### src/rtl/gtx_mmcm_reset_ctrl.sv
// ============================================================================
// gtx_mmcm_reset_ctrl : GTX MMCM reset sequencer with lock qualification/retry
// Revision: 1.0
// ============================================================================
`default_nettype none

module gtx_mmcm_reset_ctrl #(
  parameter int RST_PULSE_CYCLES    = 128,
  parameter int LOCK_TIMEOUT_CYCLES = 65536,
  parameter int LOCK_STABLE_CYCLES  = 1024,
  parameter int MAX_RETRY           = 4
) (
  input  logic       clk,
  input  logic       reset_n,
  input  logic       restart,
  input  logic       mmcm_lock,
  output logic       mmcm_reset,
  output logic       clk_ready,
  output logic       lock_lost,
  output logic       lock_fail,
  output logic [3:0] retry_cnt
);

  localparam int C_MAX_AB  = (RST_PULSE_CYCLES > LOCK_TIMEOUT_CYCLES) ?
                             RST_PULSE_CYCLES : LOCK_TIMEOUT_CYCLES;
  localparam int C_MAX_CYC = (C_MAX_AB > LOCK_STABLE_CYCLES) ? C_MAX_AB : LOCK_STABLE_CYCLES;
  localparam int C_CNT_W   = $clog2(C_MAX_CYC);

  localparam logic [C_CNT_W-1:0] C_RST_LAST     = C_CNT_W'(RST_PULSE_CYCLES - 1);
  localparam logic [C_CNT_W-1:0] C_TIMEOUT_LAST = C_CNT_W'(LOCK_TIMEOUT_CYCLES - 1);
  localparam logic [C_CNT_W-1:0] C_STABLE_LAST  = C_CNT_W'(LOCK_STABLE_CYCLES - 1);
  localparam logic [3:0]         C_MAX_RETRY    = 4'(MAX_RETRY);

  typedef enum logic [2:0] {
    ST_ASSERT_RST = 3'd0,
    ST_WAIT_LOCK  = 3'd1,
    ST_STABLE     = 3'd2,
    ST_READY      = 3'd3,
    ST_FAIL       = 3'd4
  } state_t;

  state_t               r_state;
  state_t               w_state_nxt;
  logic                 r_lock_meta;
  logic                 r_lock_s;
  logic [C_CNT_W-1:0]   r_cnt;
  logic                 w_cnt_clr;
  logic                 w_cnt_run;
  logic [3:0]           w_retry_nxt;
  logic [3:0]           w_retry_inc;
  logic                 w_lost_nxt;

  assign w_retry_inc = (retry_cnt == C_MAX_RETRY) ? retry_cnt : retry_cnt + 4'd1;

  always_comb begin
    w_state_nxt = r_state;
    w_retry_nxt = retry_cnt;
    w_lost_nxt  = 1'b0;
    if (restart) begin
      w_state_nxt = ST_ASSERT_RST;
      w_retry_nxt = 4'd0;
    end else begin
      case (r_state)
        ST_ASSERT_RST: if (r_cnt == C_RST_LAST) w_state_nxt = ST_WAIT_LOCK;
        ST_WAIT_LOCK: begin
          if (r_lock_s) begin
            w_state_nxt = ST_STABLE;
          end else if (r_cnt == C_TIMEOUT_LAST) begin
            w_retry_nxt = w_retry_inc;
            w_state_nxt = (w_retry_inc == C_MAX_RETRY) ? ST_FAIL : ST_ASSERT_RST;
          end
        end
        ST_STABLE: begin
          if (!r_lock_s)                   w_state_nxt = ST_WAIT_LOCK;
          else if (r_cnt == C_STABLE_LAST) w_state_nxt = ST_READY;
        end
        ST_READY: begin
          if (!r_lock_s) begin
            w_state_nxt = ST_ASSERT_RST;
            w_lost_nxt  = 1'b1;
            w_retry_nxt = 4'd0;
          end
        end
        ST_FAIL: w_state_nxt = ST_FAIL;
        default: w_state_nxt = ST_ASSERT_RST;
      endcase
    end
  end

  // A restart inside ASSERT_RST keeps the state but must still restart the pulse count.
  assign w_cnt_clr = restart || (w_state_nxt != r_state);
  assign w_cnt_run = (r_state == ST_ASSERT_RST) || (r_state == ST_WAIT_LOCK) ||
                     (r_state == ST_STABLE);

  always_ff @(posedge clk) begin
    if (!reset_n) begin
      r_lock_meta <= 1'b0;
      r_lock_s    <= 1'b0;
      r_state     <= ST_ASSERT_RST;
      r_cnt       <= '0;
      retry_cnt   <= 4'd0;
      mmcm_reset  <= 1'b1;
      clk_ready   <= 1'b0;
      lock_lost   <= 1'b0;
      lock_fail   <= 1'b0;
    end else begin
      r_lock_meta <= mmcm_lock;
      r_lock_s    <= r_lock_meta;
      r_state     <= w_state_nxt;
      if (w_cnt_clr)      r_cnt <= '0;
      else if (w_cnt_run) r_cnt <= r_cnt + 1'b1;
      retry_cnt   <= w_retry_nxt;
      mmcm_reset  <= (w_state_nxt == ST_ASSERT_RST) || (w_state_nxt == ST_FAIL);
      clk_ready   <= (w_state_nxt == ST_READY);
      lock_lost   <= w_lost_nxt;
      lock_fail   <= (w_state_nxt == ST_FAIL);
    end
  end

endmodule

`default_nettype wire

### config.mk
export PLATFORM = sky130hd
export DESIGN_NAME = gtx_mmcm_reset_ctrl
export DESIGN_NICKNAME = d
export VERILOG_FILES = /design/src/rtl/gtx_mmcm_reset_ctrl.sv
export SDC_FILE = /design/constraint.sdc
export NUM_CORES = 1
export LEC_CHECK = 0
export ABC_AREA = 1
export BUFFER_PORTS_ARGS = -buffer_cell sky130_fd_sc_hd__buf_4
export CELL_PAD_IN_SITES_DETAIL_PLACEMENT = 1
export CELL_PAD_IN_SITES_GLOBAL_PLACEMENT = 1
export CORE_MARGIN = 2
export CORE_UTILIZATION = 36
export CTS_CLUSTER_DIAMETER = 60
export DETAILED_ROUTE_END_ITERATION = 10
export PLACE_DENSITY_LB_ADDON = 0.1
export SLEW_MARGIN = 20
export SYNTH_ARGS = -nofsm -noshare
export SYNTH_HDL_FRONTEND = slang
export SYNTH_SLANG_ARGS = --single-unit
### constraint.sdc
create_clock -name clk -period 4 [get_ports clk]
set_input_delay 0.2 -clock clk [delete_from_list [all_inputs] [get_ports clk]]
set_output_delay 0.2 -clock clk [all_outputs]
set_load 0.05 [all_outputs]
==> flow_summary.yaml <==
sta:
  finalMaxSlewViolations: 0
  tightest_slew_ps: 517.3
  fin_tns_setup_ps: 0
  period_needed_ps: 1976
  max_freq_mhz: 506.0
  post-route-period-util_pct: 49.41
  relSlewSlack_pct: 65.28
  holdWs_ps: 98.15
  clock_skew_ps: 10.88
  rsz0062_at_grt: "false"
  hold_viol: 0
  setup_violations: 0
grt:
  antenna_found_initial: 0
  grt_pass1_wl_um: 6058
  grt_use_total_pct: 15.72
  grt_max_degree: 17
  grt_pass1_vias: 1381
  gr-total-overflow: 0
clock_tree:
  cts_tree: "done"
  clockBufferDepth: 2
  path_clk_slew_ps: 70
  cts_root_buffer: "clkbuf_8"
  clock_latency_ps: 290
  numCtsBuffers: 5
  post-cts-setup-buffers: 0
  htree_levels: 2
  cts_resized: 0
  holdBufCountCts: 0
  cts_sinks: 29
routing:
  ant_nets: 0
  remaining_drc_errors: 0
  vias_per_cell: 4.823
  firstDrtPassIters: 4
  wl_um: 3410
  drt_iter0_drc: 74
  routedWlPerCell_um: 12.31
  vias: 1336
placed_design:
  io_buffer_count: 11
  place_area_um2: 1640
  place_congestion: 0.8026
  dpl.hpwl_um: 2630
logic_synthesis:
  ys_seq_area_share_pct: 38.16
  syn_nets: 217
  ys.flop_type: "dfxtp_1"
  netlist_area_um2: 1521
  synthTopCellsByCount: "nand2_1, nor2_1, dfxtp_1, inv_1, nor2_2"
  synth_top_area_cell: "dfxtp_1"
  netlist_top_cells_area: "dfxtp_1, nand2_1, nor2_1"
  synthCells: 210
  yosysMostFrequentCell: "nand2_1"
  ys_types: 24
  yosys_warnings: 0
  async_flop_share_pct: 0
  synth-edff-count: 0
  ys_seq_elements: 29
  syn_area_per_cell_um2: 7.245
  synth_top_area_share_pct: 38.16
status:
  status: "finished clean"
run:
  maxCapViolations: 0
setup_path:
  path_cells: "inv_1 -> ha_1 -> or2_0 -> o21ai_0 -> nor2_1 -> nand3_1 -> nand2_1 -> nor2_2 -> nand3_4 -> nor2_1"
  arrival_ps: 2180
  cpMostUsedCell: "nor2_1"
  worstPathRequired_ps: 4210
  worstSetupStartpointType: "flip-flop"
  cpMaxStageDelayCell: "dfxtp_1"
  cp_top_family: "simple AND/OR/NAND/NOR gates"
  worstSetupPathType: "reg -> reg"
  crit_path_max_incr_delay_ps: 430
  path_max_fanout: 16
  endpoint_kind: "flip-flop"
  cp.buffers_inverters: 1
power_and_ir_drop:
  ir_worst_vdd_v: 0.0001071
  power_density_nw_per_um2: 316.9
  clkPwrFrac_pct: 43.8
  p_int_uw: 415.9
  power_frac_seq_pct: 53.4
  switching_share_pct: 23.99
  fin_total_pwr_uw: 547.2
  net-switching-power_uw: 131.3
  comb_power_share_pct: 2.8
  leakagePower_uw: 0.0006900
floorplan:
  row_count: 23
  chipWidth_um: 69.01
  io_pins: 12
  die_area_um2: 4762
  coreArea_um2: 4029
  die_h_um: 69.01
  initial_utilization_pct: 37.76
final_layout:
  stdcell_area_um2: 1727
  final_nets: 233
  drive_gt1_share_pct: 17.62
  n_fill_cell: 537
  antenna_cells: 0
  area_delta_synth_final_pct: 13.49
min_path:
  worstHoldPathType: "in -> reg"
cell usage in the layout (no fill, tap or decap), types with 2 or more instances in the layout:
cell type | Yosys | routed
a21oi_1 | 7 | 7
buf_4 | 0 | 11
clkbuf_8 | 0 | 5
clkinv_2 | 0 | 2
dfxtp_1 | 29 | 29
ha_1 | 3 | 3
inv_1 | 24 | 24
inv_2 | 2 | 2
nand2_1 | 42 | 42
nand2_2 | 2 | 2
nand3_1 | 9 | 9
nand4_1 | 3 | 3
nor2_1 | 35 | 35
nor2_2 | 12 | 12
nor2_4 | 3 | 3
nor3_1 | 4 | 4
o21ai_0 | 9 | 9
o21ai_1 | 3 | 3
xnor2_1 | 7 | 7
xor2_1 | 9 | 9
worst paths after layout:
| kind | startpoint | end | slack, ps | cells past startpoint |
|---|---|---|---|---|
| worst max register to register | retry_cnt[0] | r_cnt[3] | 2020 | 10 |
| worst min-delay path | mmcm_lock | r_lock_meta | 100 | 3 |
| worst min register to register | r_lock_meta | r_lock_s | 440 | 2 |
| worst max-delay path | retry_cnt[0] | r_cnt[3] | 2020 | 10 |
per-layer routing:
layer	GRT usage (%)	share of wire (%)
met5	0	0
met4	8.061	2.1
met3	4.094	2.6
met2	27.14	50
met1	17.71	45
kinds of logic after synthesis:
| group | after synthesis | synth area share [%] |
|---|---|---|
| and+or+nand+nor | 113 | 34.70 |
| DFF | 29 | 38.16 |
| buffers and inverters | 28 | 8.142 |
| AOI/OAI and AO/OA | 20 | 6.661 |
| xor gates and xnor gates | 16 | 9.211 |
| adders and majority gates | 3 | 2.467 |
| muxes | 1 | 0.6579 |
power by group through the flow:
stage                     Clock [uW]  Combinational [uW]  Sequential (uW)
after floorplan                    0                11.5              298
after global placement             0                15.1              299
after detailed placement           0                15.8              299
after CTS                        251                15.8              292
after global routing             261                17.7              292
final                            240                15.3              292
worst register-to-register path, stage by stage, from the launching register on:
cell and delay (ps):
dfxtp_1 430, inv_1 70, ha_1 200, or2_0 190, o21ai_0 230, nor2_1 100, nand3_1 90, nand2_1 60
nor2_2 130, nand3_4 240, nor2_1 180
registers in the layout (all words and copies together) (netlist names):
signal and flops:
r_lock_s 1, r_lock_meta 1, r_cnt 16, r_state 3, lock_lost 1, lock_fail 1, retry_cnt 4, clk_ready 1
mmcm_reset 1
per-stage QoR:
stage          utilization (%)  std cells  worst slack (ps)
3_5_place_dp             40.71        269              1999
2_1_floorplan                -        210              1921
6_report                 42.86        277              2024
3_3_place_gp             40.71        269              2112
5_1_grt                  42.86        277              1792
4_1_cts                  42.86        277              1981
layout make-up:
type / instances / area [um^2] / share of cell area, %
clock buffers: 5 / 68.82 / 3.985
inverters: 26 / 97.59 / 5.652
multi-input cells: 153 / 817.0 / 47.32
flip-flops and latches: 29 / 580.6 / 33.62
repair buffers: 11 / 82.58 / 4.783
well taps: 50 / 62.56 / 3.623
clock inverters: 3 / 17.52 / 1.014
No activity file was read; power rests on OpenSTA's default activity.
